==> src/rtl/amp_pkg.sv <==
// Shared types and widths for the instruction-memory loader.
package amp_pkg;

  localparam int BYTES_PER_WORD = 4;
  localparam int BYTE_W         = 8;
  localparam int WORD_W         = BYTES_PER_WORD * BYTE_W;

  typedef enum logic [1:0] {
    IDLE,
    COLLECT,
    WRITE,
    DONE
  } loader_state_t;

endpackage

==> src/rtl/prog_loader_word_assembler.sv <==
// Packs incoming bytes little-endian into a word; one byte per load_byte, no stall.
// last_byte flags that the next accepted byte completes the word.
module word_assembler
  import amp_pkg::*;
(
  input  logic              clk,
  input  logic              reset,
  input  logic              clear,
  input  logic              load_byte,
  input  logic [BYTE_W-1:0] byte_in,
  output logic [WORD_W-1:0] word_out,
  output logic              last_byte
);

  logic [1:0]        byte_idx_q, byte_idx_d;
  logic [WORD_W-1:0] lanes_q, lanes_d;

  always_comb begin
    byte_idx_d = byte_idx_q;
    lanes_d    = lanes_q;
    if (clear) begin
      byte_idx_d = '0;
      lanes_d    = '0;
    end else if (load_byte) begin
      lanes_d[int'(byte_idx_q) * BYTE_W +: BYTE_W] = byte_in;
      byte_idx_d = byte_idx_q + 2'd1;
    end
  end

  always_ff @(posedge clk or negedge reset) begin
    if (!reset) begin
      byte_idx_q <= '0;
      lanes_q    <= '0;
    end else begin
      byte_idx_q <= byte_idx_d;
      lanes_q    <= lanes_d;
    end
  end

  assign word_out  = lanes_q;
  assign last_byte = (byte_idx_q == 2'(BYTES_PER_WORD - 1));

endmodule

==> src/rtl/prog_loader.sv <==
// Fills instruction RAM from a byte stream and holds the core in reset until the image is in.
// One write cycle per word (4 bytes / 5 cycles peak); byte_ready drops outside COLLECT.
module prog_loader
  import amp_pkg::*;
#(
  parameter  int DEPTH = 1024,
  localparam int AW    = $clog2(DEPTH)
) (
  input  logic              clk,
  input  logic              reset,
  input  logic              start,
  input  logic [AW:0]       word_count,
  input  logic              byte_valid,
  input  logic [BYTE_W-1:0] byte_data,
  output logic              byte_ready,
  output logic              mem_write_enable,
  output logic [AW-1:0]     mem_addr,
  output logic [WORD_W-1:0] mem_data_in,
  output logic              core_hold,
  output logic              busy,
  output logic              done
);

  loader_state_t     state_q, state_d;
  logic [AW-1:0]     word_addr_q, word_addr_d;
  logic [AW:0]       count_q, count_d;
  logic [AW-1:0]     mem_addr_q, mem_addr_d;
  logic [WORD_W-1:0] mem_data_q, mem_data_d;

  logic              asm_clear;
  logic              asm_load;
  logic [WORD_W-1:0] asm_word;
  logic              asm_last;
  logic [AW:0]       count_clamped;
  logic [AW:0]       next_addr;

  word_assembler u_word_assembler (
    .clk       (clk),
    .reset     (reset),
    .clear     (asm_clear),
    .load_byte (asm_load),
    .byte_in   (byte_data),
    .word_out  (asm_word),
    .last_byte (asm_last)
  );

  assign count_clamped = (word_count > (AW+1)'(DEPTH)) ? (AW+1)'(DEPTH) : word_count;
  assign next_addr     = {1'b0, word_addr_q} + (AW+1)'(1);
  assign asm_load      = (state_q == COLLECT) && byte_valid;

  always_comb begin
    state_d     = state_q;
    word_addr_d = word_addr_q;
    count_d     = count_q;
    mem_addr_d  = mem_addr_q;
    mem_data_d  = mem_data_q;
    asm_clear   = 1'b0;
    case (state_q)
      IDLE, DONE: begin
        if (start) begin
          if (word_count == '0) begin
            state_d = DONE;
          end else begin
            state_d     = COLLECT;
            word_addr_d = '0;
            count_d     = count_clamped;
            asm_clear   = 1'b1;
          end
        end
      end
      COLLECT: begin
        // The final byte bypasses the lane register so the write can issue next cycle.
        if (byte_valid && asm_last) begin
          state_d    = WRITE;
          mem_addr_d = word_addr_q;
          mem_data_d = {byte_data, asm_word[WORD_W-BYTE_W-1:0]};
        end
      end
      WRITE: begin
        asm_clear = 1'b1;
        if (next_addr == count_q) begin
          state_d = DONE;
        end else begin
          state_d     = COLLECT;
          word_addr_d = word_addr_q + AW'(1);
        end
      end
      default: state_d = IDLE;
    endcase
  end

  always_ff @(posedge clk or negedge reset) begin
    if (!reset) begin
      state_q     <= IDLE;
      word_addr_q <= '0;
      count_q     <= '0;
      mem_addr_q  <= '0;
      mem_data_q  <= '0;
    end else begin
      state_q     <= state_d;
      word_addr_q <= word_addr_d;
      count_q     <= count_d;
      mem_addr_q  <= mem_addr_d;
      mem_data_q  <= mem_data_d;
    end
  end

  assign byte_ready       = (state_q == COLLECT);
  assign mem_write_enable = (state_q == WRITE);
  assign mem_addr         = mem_addr_q;
  assign mem_data_in      = mem_data_q;
  assign core_hold        = (state_q != DONE);
  assign busy             = (state_q == COLLECT) || (state_q == WRITE);
  assign done             = (state_q == DONE);

endmodule
==> config.mk <==
export PLATFORM = sky130hd
export DESIGN_NAME = prog_loader
export DESIGN_NICKNAME = d
export VERILOG_FILES = /design/src/rtl/amp_pkg.sv /design/src/rtl/prog_loader_word_assembler.sv /design/src/rtl/prog_loader.sv
export SDC_FILE = /design/constraint.sdc
export NUM_CORES = 1
export LEC_CHECK = 0
export CAP_MARGIN = 30
export CORE_MARGIN = 4
export CORE_UTILIZATION = 33
export CTS_BUF_LIST = sky130_fd_sc_hd__clkbuf_4 sky130_fd_sc_hd__clkbuf_8
export CTS_CLUSTER_DIAMETER = 30
export DETAILED_ROUTE_END_ITERATION = 8
export PLACE_DENSITY = 0.66
export SYNTH_ARGS = -nofsm -noshare
export SYNTH_HDL_FRONTEND = slang
export SYNTH_SLANG_ARGS = --single-unit
==> constraint.sdc <==
create_clock -name clk -period 1.97 [get_ports clk]
set_input_delay 0.394 -clock clk [delete_from_list [all_inputs] [get_ports clk]]
set_output_delay 0.394 -clock clk [all_outputs]
set_load 0.05 [all_outputs]
==> results.py, run 1 <==
metrics = {
    "sta": {
        "min_period_over_period": 1.02,
        "grt_setup_unrepaired": "true",
        "max_freq_mhz": 497,
        "hold_violations": 0,
        "tightest_slew_ns": 0.520,
        "report.final.slew_viol_count": 0,
        "min_period_ns": 2.01,
        "fin_skew_ns": 0.0116,
        "setup_viol": 10,
        "finalHoldWorstSlack_ns": 0.481,
        "setup_tns_ns": -0.120,
        "fin_ws_ns": -0.0406,
        "slew_headroom": 0.653,
    },
    "setup_path": {
        "crit_start": "word_addr_q[1]",
        "cp_cell_sequence": "and4_2, nand3_2, xnor2_1, o311ai_2, a21oi_4, mux2_4",
        "timing.rr.end": "word_addr_q[0]",
        "crit_fanout": 6,
        "slowest_delay_ns": 0.44,
        "setup.worst_path.class": "reg -> reg",
        "reg2regPathDepth": 6,
        "r2r-start": "word_addr_q[1]",
        "worstSetupStartpointType": "flip-flop",
        "crit_path_end": "word_addr_q[0]",
        "critPathBufInv": 0,
        "cp.depth": 6,
        "r2r_setup_slack_ns": -0.04,
        "cp_slowest_cell": "dfrtp_2",
        "crit_path_end_kind": "flip-flop",
        "cp.required_ns": 2.23,
        "critPathTopFamily": "compound AO/OA/AOI/OAI gates",
        "arrival_ns": 2.27,
    },
    "drt": {
        "drt-total-wl_um": 10900,
        "wl_per_cell_um": 16.1,
        "drt_iter0_drc": 236,
        "via_per_inst": 4.97,
        "drc_errors": 0,
        "drt_pass1_iterations": 4,
        "vias": 3356,
        "ant_nets": 0,
    },
    "yosys": {
        "synth_top_area_share": 0.532,
        "dominantRegCellSynth": "dfrtp_1",
        "synth_edf_count": 0,
        "async_reset_ff_frac": 1.00,
        "synthAdderAreaFrac": 0.0292,
        "synth_cells": 379,
        "synth_top_area_cell": "dfrtp_1",
        "synth_fp_nets": 412,
        "synth_top_family_by_area": "compound AO/OA/AOI/OAI gates",
        "synth_area_sq_mm": 0.00428,
        "synth-compound-area-share": 0.144,
        "synth-simple-area-share": 0.129,
        "synth.area.top_cells": "dfrtp_1 53%, mux2_2 9.2%, a22oi_1 4.2%, ha_1 2.9%, nor2_1 2.7%",
        "ys_ff_latch": 91,
        "ys_types": 54,
        "synthMuxAreaShare": 0.100,
        "ys_warn_count": 0,
        "seq_area_frac_synth": 0.532,
        "avgSynthCellArea_sq_um": 11.3,
        "synth-xor-area-share": 0.0266,
    },
    "floorplanning": {
        "start_util": 0.338,
        "coreArea_sq_mm": 0.0127,
        "rows": 41,
        "dieArea_sq_mm": 0.0149,
        "ios": 70,
        "die_y_um": 122,
        "die_x_um": 122,
    },
    "placement": {
        "numPortBuffers": 69,
        "dpl.hpwl_um": 8090,
        "post_dp_cell_area_sq_mm": 0.00557,
        "gp_congestion": 0.852,
    },
    "worst_hold_path": {
        "min_path_type": "in -> async",
    },
    "final_layout": {
        "fin_area_sq_mm": 0.00594,
        "area_growth_pct": 38.7,
        "final_nets": 531,
        "nFillCells": 1156,
        "layout_common_cells": "87 x dfrtp_1, 73 x buf_4, 35 x mux2_2, 35 x clkdlybuf4s50_1, 29 x nor2_1",
        "antenna_cells": 0,
        "drive_above_1_share": 0.340,
        "final_common_cell": "dfrtp_1",
    },
    "global_route": {
        "antenna_found_initial": 0,
        "grt_usage": 0.156,
        "grt_pass1_vias": 3558,
        "grt_overflow": 0,
        "grt_first_pass_wirelength_um": 18300,
        "grt_max_degree": 54,
    },
    "pwr": {
        "ir_drop_v": 0.000893,
        "power_mw": 8.25,
        "p_per_area_mw_per_mm2": 1390,
        "p_leak_nw": 2.85,
    },
    "cts": {
        "numCtsBuffers": 9,
        "h-tree-depth": 3,
        "cts_root_buf": "clkbuf_8",
        "clkSlewWorstSetupHoldPaths_ns": 0.09,
        "cts.sink_count": 91,
        "clock_latency_ns": 0.37,
        "cts_tree": "yes",
        "clockBufferDepth": 2,
    },
    "outcome": {
        "status": "complete, but fails checks",
        "violations": "setup timing",
    },
    "flow_run": {
        "drv_cap": 0,
    },
}
## worst reg2reg max path, stage by stage, from the launching register on
cell and delay [ns]:
dfrtp_2 0.44, and4_2 0.31, nand3_2 0.11, xnor2_1 0.17
o311ai_2 0.44, a21oi_4 0.13, mux2_4 0.31
## cells by family (layout without fill, tap and decap cells)
logic type                 Yosys count  count (layout)
and+or+nand+nor                    104             104
DFF                                 91              91
AOI/OAI and AO/OA                   84              84
buffers and inverters               39             163
muxes                               38              38
xor gates and xnor gates            13              13
adders and majority gates           10              10
## synth_stat cells, types with 3 or more instances
master	n
nor2_1	31
nor3b_1	3
buf_2	3
nor4b_1	4
dfrtp_1	91
a21oi_1	5
nand2_1	24
mux2_2	35
o211ai_1	11
ha_1	10
a31o_2	10
clkbuf_1	10
inv_1	18
nor2b_1	11
nand3_1	10
buf_1	4
a22oi_1	24
xnor2_1	9
nor3_1	3
xor2_1	4
o21ai_0	17
## layout make-up
cell class                      count  area, sq um  area share
Clock inverter                      7          105      0.0177
Clock buffer                        9          124      0.0209
Tap cell                          172          215      0.0362
Sequential cell                    91         2280       0.384
Inverter                           18         71.3      0.0120
Timing Repair Buffer              129         1200       0.202
Multi-Input combinational cell    249         1940       0.327
## registers in the layout, indices dropped and copies added (netlist names)
signal / cells
mem_data_in: 32
u_word_assembler.byte_idx_q: 2
mem_addr: 10
word_addr_q: 10
u_word_assembler.word_out: 24
state_q: 2
count_q: 11
## routing by layer
layer	track usage	vias to the layer above	part of all wire	wire length, um
li1	-	1599	-	-
met1	0.210	1671	0.46	5020
met2	0.254	77	0.49	5290
met3	0.0306	9	0.042	456
met4	0.0504	0	0.012	134
met5	0	-	0	0
## how the worst min path moves through the flow
stage,from,endpoint,slack (ns),depth (start not counted)
after global routing,reset,u_word_assembler.word_out[3],0.50,2
after floorplan,reset,count_q[0],0.1,0
final,reset,mem_data_in[24],0.48,2
after CTS,reset,u_word_assembler.word_out[0],0.46,2
after global placement,reset,mem_data_in[27],0.32,1
after detailed placement,reset,mem_data_in[24],0.32,1
## report_power, final
part | total, mW | leakage [nW] | internal (mW) | switching, mW
Combinational | 4.13 | 1.51 | 1.68 | 2.45
Sequential | 2.68 | 1.23 | 2.34 | 0.337
Clock | 1.44 | 0.112 | 0.734 | 0.707
## repair_timing
item,4_1_cts,5_1_grt
pin swaps,10,3
gates cloned,0,0
endpoints found under the setup margin,14,31
endpoints found under the hold margin,22,0
resized for setup,13,17
setup buffers,4,1
hold buffers,1,0
## metrics by stage
stage,setup WS (ns),util,std cells
CTS,-0.0264,0.464,674
global placement,-0.370,0.440,654
global route,-0.186,0.469,675
floorplan,-0.0931,-,379
finish,-0.0406,0.469,675
detailed placement,-0.353,0.440,654
Note: power is estimated with default switching activity, not from simulation.
==> run 2: changes to the inputs <==
PLACE_DENSITY = 0.64   (was 0.66)
clock period = 2.32 ns   (was 1.97 ns; I/O delays follow)
==> results.py, run 2 (synthesis results as in run 1) <==
metrics = {
    "final_layout": {
        "final_nets": 504,
        "nFillCells": 1222,
        "area_growth_pct": 30.8,
        "final_common_cell": "dfrtp_1",
        "fin_area_sq_mm": 0.00560,
        "largest_register_ff_count": 32,
        "drive_above_1_share": 0.237,
        "antenna_cells": 0,
        "layout_common_cells": "90 x dfrtp_1, 63 x clkdlybuf4s50_1, 35 x mux2_2",
    },
    "placement": {
        "post_dp_cell_area_sq_mm": 0.00537,
        "dpl.hpwl_um": 7790,
        "numPortBuffers": 69,
        "dpl_worst_slack_ns": -0.00259,
        "gp_congestion": 0.881,
    },
    "pwr": {
        "p_per_area_mw_per_mm2": 1180,
        "p_leak_nw": 2.50,
        "ir_drop_v": 0.000889,
    },
    "drt": {
        "ant_nets": 0,
        "drt_iter0_drc": 183,
        "wl_per_cell_um": 16.3,
        "drt-total-wl_um": 10500,
        "drt_pass1_iterations": 4,
        "vias": 3262,
        "drc_errors": 0,
        "via_per_inst": 5.03,
    },
    "floorplanning": {
        "rows": 41,
        "start_util": 0.338,
        "die_y_um": 122,
        "ios": 70,
        "coreArea_sq_mm": 0.0127,
        "die_x_um": 122,
        "dieArea_sq_mm": 0.0149,
    },
    "cts": {
        "cts_root_buf": "clkbuf_8",
        "clkSlewWorstSetupHoldPaths_ns": 0.10,
        "clock_latency_ns": 0.38,
        "h-tree-depth": 3,
        "post_cts_buffers": 0,
        "cts.sink_count": 91,
        "numCtsBuffers": 9,
        "cts_tree": "yes",
        "clockBufferDepth": 2,
    },
    "sta": {
        "max_freq_mhz": 459,
        "report.final.slew_viol_count": 0,
        "fin_skew_ns": 0.00879,
        "min_period_over_period": 0.939,
        "grt_setup_unrepaired": "false",
        "setup_viol": 0,
        "slew_headroom": 0.623,
        "tightest_slew_ns": 0.564,
        "hold_violations": 0,
        "min_period_ns": 2.18,
        "fin_ws_ns": 0.142,
    },
    "setup_path": {
        "worstSetupStartpointType": "flip-flop",
        "cp_cell_sequence": "buf_4, and4_2, nand3_2, xnor2_1, o311a_1, o21ai_0, a211o_1",
        "slowest_delay_ns": 0.44,
        "r2r-start": "word_addr_q[0]",
        "cp.required_ns": 2.60,
        "crit_start": "word_addr_q[0]",
        "crit_path_end_kind": "flip-flop",
        "cp_slowest_cell": "dfrtp_1",
        "setup.worst_path.class": "reg -> reg",
        "crit_fanout": 8,
        "arrival_ns": 2.45,
    },
    "worst_hold_path": {
        "min_path_type": "reg -> reg",
        "hp-start": "mem_addr[3]",
    },
    "outcome": {
        "status": "complete, no violations",
    },
    "global_route": {
        "antenna_found_initial": 0,
        "grt_first_pass_wirelength_um": 17300,
        "grt_overflow": 0,
        "grt_usage": 0.149,
        "grt_max_degree": 51,
        "grt_pass1_vias": 3304,
    },
    "flow_run": {
        "drv_cap": 0,
    },
}
==> run 2: power by group <==
part / switching (mW) / total, mW / internal, mW
clock network: 0.601 / 1.17 / 0.572
logic: 1.94 / 3.16 / 1.23
registers: 0.279 / 2.26 / 1.98
==> run 2: worst paths after layout <==
path                                   endpoint  slack, ns  cells after the start
worst max-delay path             word_addr_q[7]       0.14                      7
worst min-delay path                mem_addr[3]       0.48                      2
worst max register to register   word_addr_q[7]       0.14                      7
worst min register to register      mem_addr[3]       0.48                      2
max in group asynchronous       mem_data_in[10]       1.17                      3
min in group asynchronous       mem_data_in[28]       0.49                      2
==> run 2: timing repair <==
action	CTS	global route
hold buffers	1	0
resized for setup	1	2
setup endpoints to repair	1	10
endpoints found under the hold margin	16	0
==> run 2: through the flow <==
stage           TNS, ns   util  instances  hold WS [ns]  power [mW]
6_report              0  0.442        648         0.481        6.60
5_1_grt               0  0.442        648         0.507        6.99
4_1_cts               0  0.442        648         0.477        6.66
3_5_place_dp   -0.00259  0.424        631         0.348        5.48
3_3_place_gp     -0.315  0.424        631         0.345        5.41
2_1_floorplan         0      -        379         0.168        4.34
==> run 2: metal layers <==
metal  share of wire  GRT usage
met1            0.46      0.211
met4           0.013     0.0511
met3           0.050     0.0325
met2            0.47      0.227
met5               0          0
==> run 2: worst max-delay path, delay by kind of cell (launching register included) <==
| family | cells | cell delay (ns) |
|---|---|---|
| buffers and inverters | 1 | 0.15 |
| AO/OA/AOI/OAI | 3 | 0.83 |
| flip-flops | 1 | 0.44 |
| XOR/XNOR | 1 | 0.24 |
| AND/OR/NAND/NOR | 2 | 0.42 |
==> run 2: area by class of cell <==
| class | instances | area [sq um] | area share |
|---|---|---|---|
| Timing Repair Buffer | 102 | 977 | 0.174 |
| Clock inverter | 5 | 66.3 | 0.0118 |
| Multi-Input combinational cell | 249 | 1850 | 0.330 |
| Inverter | 18 | 67.6 | 0.0121 |
| Sequential cell | 91 | 2280 | 0.407 |
| Tap cell | 172 | 215 | 0.0384 |
| Clock buffer | 11 | 151 | 0.0270 |
